## config.mk

```make
export PLATFORM = sky130hd
export DESIGN_NAME = apb_fifo_arbiter_flat
export DESIGN_NICKNAME = d
export VERILOG_FILES = /design/src/rtl/apb_fifo_arbiter_if.sv /design/src/rtl/apb_fifo_arbiter.sv /design/src/flat_wrapper.sv
export SDC_FILE = /design/constraint.sdc
export NUM_CORES = 1
export LEC_CHECK = 0
export BUFFER_PORTS_ARGS = -buffer_cell sky130_fd_sc_hd__buf_2
export CAP_MARGIN = 20
export CORE_MARGIN = 2
export CORE_UTILIZATION = 45
export CTS_CLUSTER_DIAMETER = 80
export CTS_CLUSTER_SIZE = 25
export DETAILED_ROUTE_END_ITERATION = 7
export PLACE_DENSITY_LB_ADDON = 0.15
export SLEW_MARGIN = 20
export SYNTH_ARGS = -nofsm -noshare
export SYNTH_HDL_FRONTEND = slang
export SYNTH_SLANG_ARGS = --single-unit
```

## constraint.sdc

```tcl
create_clock -name PCLK -period 2.22 [get_ports PCLK]
set_clock_uncertainty 0.05 [all_clocks]
set_input_delay 0.222 -clock PCLK [delete_from_list [all_inputs] [get_ports PCLK]]
set_output_delay 0.222 -clock PCLK [all_outputs]
set_load 0.02 [all_outputs]
```

## src/rtl/apb_fifo_arbiter_if.sv

```systemverilog
// APB link between the arbiter (master) and the FIFO slave.
// PADDR selects the queue: 0 = write queue, 1 = read queue.
interface apb_fifo_arbiter_if #(
  parameter int unsigned DW = 8
);
  logic          PSELx;
  logic          PENABLE;
  logic          PWRITE;
  logic          PADDR;
  logic [DW-1:0] PWDATA;
  logic [DW-1:0] PRDATA;
  logic          PREADY;
  logic          PSLVERR;

  modport master (
    output PSELx, PENABLE, PWRITE, PADDR, PWDATA,
    input  PRDATA, PREADY, PSLVERR
  );

  modport slave (
    input  PSELx, PENABLE, PWRITE, PADDR, PWDATA,
    output PRDATA, PREADY, PSLVERR
  );
endinterface

```

## src/rtl/apb_fifo_arbiter.sv

```systemverilog
// Two-requester round-robin arbiter issuing single APB push/pop transfers to a FIFO slave,
// with a per-transfer wait timeout. Every output comes straight from a register.
module apb_fifo_arbiter #(
  parameter int unsigned DW      = 8,
  parameter int unsigned TIMEOUT = 15
) (
  input  logic                PCLK,
  input  logic                PRESETn,
  input  logic                req0,
  input  logic                req1,
  input  logic                wr0,
  input  logic                wr1,
  input  logic [DW-1:0]       wdata0,
  input  logic [DW-1:0]       wdata1,
  output logic                done0,
  output logic                done1,
  output logic                err,
  output logic                tout,
  output logic [DW-1:0]       rdata,
  output logic                busy,
  apb_fifo_arbiter_if.master  apb
);

  typedef enum logic [1:0] {StIdle, StSetup, StAccess, StDone} state_e;

  localparam logic [7:0] TimeoutCnt = 8'(TIMEOUT);

  state_e        state_q, state_d;
  logic          last_q, last_d;  // requester granted most recently
  logic          gnt_q, gnt_d;    // requester owning the current transfer
  logic [7:0]    cnt_q, cnt_d;
  logic          psel_q, psel_d;
  logic          penable_q, penable_d;
  logic          pwrite_q, pwrite_d;
  logic          paddr_q, paddr_d;
  logic [DW-1:0] pwdata_q, pwdata_d;
  logic          done0_q, done0_d;
  logic          done1_q, done1_d;
  logic          err_q, err_d;
  logic          tout_q, tout_d;
  logic [DW-1:0] rdata_q, rdata_d;
  logic          busy_q, busy_d;

  logic          gnt_sel;
  logic          wr_sel;

  always_comb begin
    gnt_sel   = (req0 && req1) ? ~last_q : req1;
    wr_sel    = gnt_sel ? wr1 : wr0;

    state_d   = state_q;
    last_d    = last_q;
    gnt_d     = gnt_q;
    cnt_d     = cnt_q;
    psel_d    = psel_q;
    penable_d = penable_q;
    pwrite_d  = pwrite_q;
    paddr_d   = paddr_q;
    pwdata_d  = pwdata_q;
    done0_d   = 1'b0;
    done1_d   = 1'b0;
    err_d     = err_q;
    tout_d    = tout_q;
    rdata_d   = rdata_q;
    busy_d    = busy_q;

    unique case (state_q)
      StIdle: begin
        if (req0 || req1) begin
          state_d   = StSetup;
          gnt_d     = gnt_sel;
          last_d    = gnt_sel;
          psel_d    = 1'b1;
          penable_d = 1'b0;
          pwrite_d  = wr_sel;
          paddr_d   = ~wr_sel;
          pwdata_d  = wr_sel ? (gnt_sel ? wdata1 : wdata0) : '0;
          busy_d    = 1'b1;
        end
      end
      StSetup: begin
        state_d   = StAccess;
        penable_d = 1'b1;
        cnt_d     = 8'd0;
      end
      StAccess: begin
        if (apb.PSLVERR || apb.PREADY || (cnt_q + 8'd1 == TimeoutCnt)) begin
          state_d   = StDone;
          psel_d    = 1'b0;
          penable_d = 1'b0;
          done0_d   = ~gnt_q;
          done1_d   = gnt_q;
          if (apb.PSLVERR || apb.PREADY) begin
            // PSLVERR wins over PREADY; read data is only taken on a clean pop.
            err_d  = apb.PSLVERR;
            tout_d = 1'b0;
            if (!pwrite_q && !apb.PSLVERR) begin
              rdata_d = apb.PRDATA;
            end
          end else begin
            err_d  = 1'b1;
            tout_d = 1'b1;
          end
        end else begin
          cnt_d = cnt_q + 8'd1;
        end
      end
      StDone: begin
        state_d = StIdle;
        busy_d  = 1'b0;
      end
      default: state_d = StIdle;
    endcase
  end

  always_ff @(posedge PCLK or negedge PRESETn) begin
    if (!PRESETn) begin
      state_q   <= StIdle;
      last_q    <= 1'b1;  // requester 0 wins the first contention
      gnt_q     <= 1'b0;
      cnt_q     <= 8'd0;
      psel_q    <= 1'b0;
      penable_q <= 1'b0;
      pwrite_q  <= 1'b0;
      paddr_q   <= 1'b0;
      pwdata_q  <= '0;
      done0_q   <= 1'b0;
      done1_q   <= 1'b0;
      err_q     <= 1'b0;
      tout_q    <= 1'b0;
      rdata_q   <= '0;
      busy_q    <= 1'b0;
    end else begin
      state_q   <= state_d;
      last_q    <= last_d;
      gnt_q     <= gnt_d;
      cnt_q     <= cnt_d;
      psel_q    <= psel_d;
      penable_q <= penable_d;
      pwrite_q  <= pwrite_d;
      paddr_q   <= paddr_d;
      pwdata_q  <= pwdata_d;
      done0_q   <= done0_d;
      done1_q   <= done1_d;
      err_q     <= err_d;
      tout_q    <= tout_d;
      rdata_q   <= rdata_d;
      busy_q    <= busy_d;
    end
  end

  assign apb.PSELx   = psel_q;
  assign apb.PENABLE = penable_q;
  assign apb.PWRITE  = pwrite_q;
  assign apb.PADDR   = paddr_q;
  assign apb.PWDATA  = pwdata_q;
  assign done0       = done0_q;
  assign done1       = done1_q;
  assign err         = err_q;
  assign tout        = tout_q;
  assign rdata       = rdata_q;
  assign busy        = busy_q;

endmodule

```

## src/flat_wrapper.sv

```systemverilog
// flat-port wrapper written by rule: the top's interface ports become plain ports
module apb_fifo_arbiter_flat 
#(
  parameter int unsigned DW      = 8,
  parameter int unsigned TIMEOUT = 15
)
  (PCLK, PRESETn, req0, req1, wr0, wr1, wdata0, wdata1, done0, done1, err, tout, rdata, busy, apb_PSELx, apb_PENABLE, apb_PWRITE, apb_PADDR, apb_PWDATA, apb_PRDATA, apb_PREADY, apb_PSLVERR);
  apb_fifo_arbiter_if #(.DW(DW)) apb_i ();
  input  logic PCLK;
  input  logic PRESETn;
  input  logic req0;
  input  logic req1;
  input  logic wr0;
  input  logic wr1;
  input  logic [DW-1:0] wdata0;
  input  logic [DW-1:0] wdata1;
  output logic done0;
  output logic done1;
  output logic err;
  output logic tout;
  output logic [DW-1:0] rdata;
  output logic busy;
  output wire logic [$bits(apb_i.PSELx)-1:0] apb_PSELx;
  output wire logic [$bits(apb_i.PENABLE)-1:0] apb_PENABLE;
  output wire logic [$bits(apb_i.PWRITE)-1:0] apb_PWRITE;
  output wire logic [$bits(apb_i.PADDR)-1:0] apb_PADDR;
  output wire logic [$bits(apb_i.PWDATA)-1:0] apb_PWDATA;
  input wire logic [$bits(apb_i.PRDATA)-1:0] apb_PRDATA;
  input wire logic [$bits(apb_i.PREADY)-1:0] apb_PREADY;
  input wire logic [$bits(apb_i.PSLVERR)-1:0] apb_PSLVERR;
  assign apb_PSELx = apb_i.PSELx;
  assign apb_PENABLE = apb_i.PENABLE;
  assign apb_PWRITE = apb_i.PWRITE;
  assign apb_PADDR = apb_i.PADDR;
  assign apb_PWDATA = apb_i.PWDATA;
  assign apb_i.PRDATA = apb_PRDATA;
  assign apb_i.PREADY = apb_PREADY;
  assign apb_i.PSLVERR = apb_PSLVERR;
  apb_fifo_arbiter #(.DW(DW), .TIMEOUT(TIMEOUT)) u_core (.PCLK(PCLK), .PRESETn(PRESETn), .req0(req0), .req1(req1), .wr0(wr0), .wr1(wr1), .wdata0(wdata0), .wdata1(wdata1), .done0(done0), .done1(done1), .err(err), .tout(tout), .rdata(rdata), .busy(busy), .apb(apb_i));
endmodule
```

==> impl_metrics.tcl <==
set metrics [dict create \
    run_status "finished with violations" \
    violations "negative hold slack" \
    firstDrtPassIters 4 \
    fin_tns_setup_ns 0 \
    critPathSlowestCell "dfrtp_1" \
    synth_top_family_by_area "simple AND/OR/NAND/NOR gates" \
    wl_per_cell_um 13.90 \
    grt_util_met3 0.05757 \
    crit_chain "inv_1 > ha_1 > or3b_4 > or3_4 > o2111ai_1 > o311ai_1" \
    synth.distinct_cells 42 \
    worstPathRequired_ns 2.33 \
    seq_area_frac_synth 0.4966 \
    die_h_um 68.41 \
    synth_top_area_cell "dfrtp_1" \
    via_per_inst 5.306 \
    worst_pin_slew_ns 0.8159 \
    ys_ff_latch 37 \
    final_cells 291 \
    slew_viol_final 0 \
    min_path_type "in2async" \
    timing.final.crit_share 0.9257 \
    grt_usage 0.1942 \
    ir_drop_uv 723.1 \
    grt_max_degree 38 \
    cts_tree "yes" \
    ios 57 \
    grt_pass1_wl_um 6665 \
    netlist_top_cells_count "36 x dfrtp_1, 19 x nand2_1, 13 x o21ai_0" \
    ctsHoldBuffers 0 \
    clock_path_buffers 2 \
    reg2reg_to "u_core.apb.PENABLE$_DFFE_PN0P_" \
    leakage_nw 1.160 \
    slowest_delay_ns 0.45 \
    cts-root-buf "clkbuf_8" \
    multi_input_area_um2 885.9 \
    finalWeightedCongestion 0.8941 \
    avgSynthCellArea_um2 10.67 \
    p_clk_frac 0.226 \
    critPathArrivalTime_ns 2.16 \
    synth-edff-count 0 \
    cts_setup_buffers 0 \
    reg2reg_depth 6 \
    placed_cell_area_um2 2242 \
    netlist_area_um2 1867 \
    use_met2 0.3173 \
    async_flop_share 1.000 \
    drive_above_1_share 0.3776 \
    coreArea_um2 4000 \
    synth_xor_area_frac 0.03284 \
    top_usage_layer "met2" \
    clk_latency_ns 0.29 \
    rrSetupSlack_ns 0.16 \
    via_count 1544 \
    syn-num-nets 213 \
    max_freq_mhz 486.6 \
    yosysWarnings 0 \
    postSynthCellCount 175 \
    htree_levels 2 \
    post-synth-top-count-cell "dfrtp_1" \
    power_frac_comb 0.415 \
    die_area_um2 4680 \
    wirelength_um 4044 \
    min_period_ns 2.055 \
    areaGrowthSynthToFinish_pct 27.28 \
    pwr_density_cell_nw_per_um2 1281 \
    clock_sinks 37 \
    sw_frac_of_total 0.3814 \
    synth_top_cell_area_share 0.4826 \
    synthAdderAreaFrac 0.04021 \
    holdWs_ns -0.02675 \
    p_switching_w 0.001161 \
    portBuffers 56 \
    register_area_um2 927.1 \
    cts_buffers 5 \
    synth_compound_area_frac 0.1414 \
    path_max_fanout 6 \
    fp.dieW_um 68.41 \
    ant_nets 0 \
    nNetsFinal 278 \
    synthSimpleGateAreaFrac 0.1515 \
    clk_pin_slew_ns 0.07 \
    fill_cells 348 \
    cp_top_family "simple AND/OR/NAND/NOR gates" \
    slew_headroom 0.4561 \
    row_count 23 \
    r2r-start "u_core.cnt_q[0]$_DFFE_PN0P_" \
    synth_flop_cell "dfrtp_1" \
    antenna-diode-count 0 \
    hold_viol 36 \
    design_area_um2 2376 \
    start_util 0.4667 \
    gr-total-overflow 0 \
    start_kind "flop" \
    maxCapViolCount 0 \
    place_hpwl_um 2957 \
    drtIter0Drc 110 \
    netlist_top_cells_area "dfrtp_1 48%, mux2_2 5.4%, mux2i_1 4.8%" \
    synthMuxAreaShare 0.1086 \
    endpoint_kind "flop" \
    dp_cells 283 \
    drcViolationCount 0 \
    use_met1 0.2430 \
    setup_viol 0 \
    cts_resized 0 \
    path_class "reg2reg" \
    grt_pass1_vias 1448 \
    seq_power_share 0.359 \
    cp_num_buf_inv 1 \
    rsz0062_at_grt "false" \
    p_int_w 0.001883 \
    antenna_found_initial 0 \
]
==> flip-flops by register name, summed over array words and instances (netlist names), 2 cells and up <==
| name | cells |
|---|---|
| u_core.apb.PWDATA | 8 |
| u_core.state_q | 2 |
| u_core.cnt_q | 8 |
| u_core.rdata | 8 |
==> metal layers <==
metal	part of all wire	up-vias
met3	0.053	6
met1	0.46	724
li1	-	767
met5	0	-
met4	0.014	0
met2	0.48	47
==> per-stage QoR <==
stage                     setup WS (ns)  utilization  hold WS [ns]  total power, W
after global placement           0.2516       0.5605        0.3215        0.002345
after global routing            0.06841       0.5940       0.04174        0.003263
after floorplan                  0.3128            -       -0.1236        0.001950
final                            0.1649       0.5940      -0.02675        0.003044
after CTS                        0.1758       0.5940      0.007592        0.003073
after detailed placement         0.1940       0.5605        0.3222        0.002378
==> area by class of cell <==
type,count,share of cell area
Multi-Input combinational cell,126,0.3728
Clock inverter,3,0.02738
Inverter,5,0.007899
Sequential cell,37,0.3902
Clock buffer,5,0.02896
Timing Repair Buffer,65,0.1464
Tap cell,50,0.02633
==> worst max path at each step <==
| stage | from | end | slack [ns] | cells past startpoint |
|---|---|---|---|---|
| after detailed placement | u_core.cnt_q[0]$_DFFE_PN0P_ | u_core.apb.PENABLE$_DFFE_PN0P_ | 0.19 | 6 |
| after floorplan | u_core.cnt_q[0]$_DFFE_PN0P_ | u_core.apb.PENABLE$_DFFE_PN0P_ | 0.31 | 6 |
| final | u_core.cnt_q[0]$_DFFE_PN0P_ | u_core.apb.PENABLE$_DFFE_PN0P_ | 0.16 | 6 |
| after global routing | u_core.cnt_q[0]$_DFFE_PN0P_ | u_core.state_q[1]$_DFFE_PN0P_ | 0.07 | 6 |
| after global placement | u_core.cnt_q[0]$_DFFE_PN0P_ | u_core.state_q[1]$_DFFE_PN0P_ | 0.25 | 6 |
| after CTS | u_core.cnt_q[0]$_DFFE_PN0P_ | u_core.apb.PENABLE$_DFFE_PN0P_ | 0.18 | 6 |
==> layout by cell type (no fill, tap or decap), drive strengths merged, types with 2 or more instances in the layout <==
cell type	synthesis	final
mux2i	9	9
nand3	3	3
nor4	3	3
ha	6	6
o22ai	5	5
o21ai	14	14
buf	2	65
clkbuf	5	5
a31oi	4	4
xor2	4	4
o2111ai	2	2
xnor2	3	3
dfrtp	36	36
nand4	4	4
a21oi	8	8
nand2	19	19
mux2	10	10
and3	5	5
nor3	4	4
nor2	5	5
or2	3	3
bufinv	0	2
inv	5	5
==> logic make-up (layout without fill, tap and decap cells) <==
family / Yosys count / after routing
buf+inv: 12 / 78
simple gates: 52 / 52
flops: 37 / 37
xor+xnor: 7 / 7
compound gates: 42 / 42
fa+ha+maj: 6 / 6
mux: 19 / 19
==> power by group through the flow <==
| stage | Clock, W | Combinational [W] | Sequential, W |
|---|---|---|---|
| floorplan | 0 | 0.000638 | 0.00131 |
| global placement | 0 | 0.00125 | 0.00110 |
| detailed placement | 0 | 0.00128 | 0.00110 |
| CTS | 0.000700 | 0.00128 | 0.00109 |
| global route | 0.000734 | 0.00140 | 0.00113 |
| finish | 0.000688 | 0.00126 | 0.00109 |
Power figures use the tool's default switching activity.
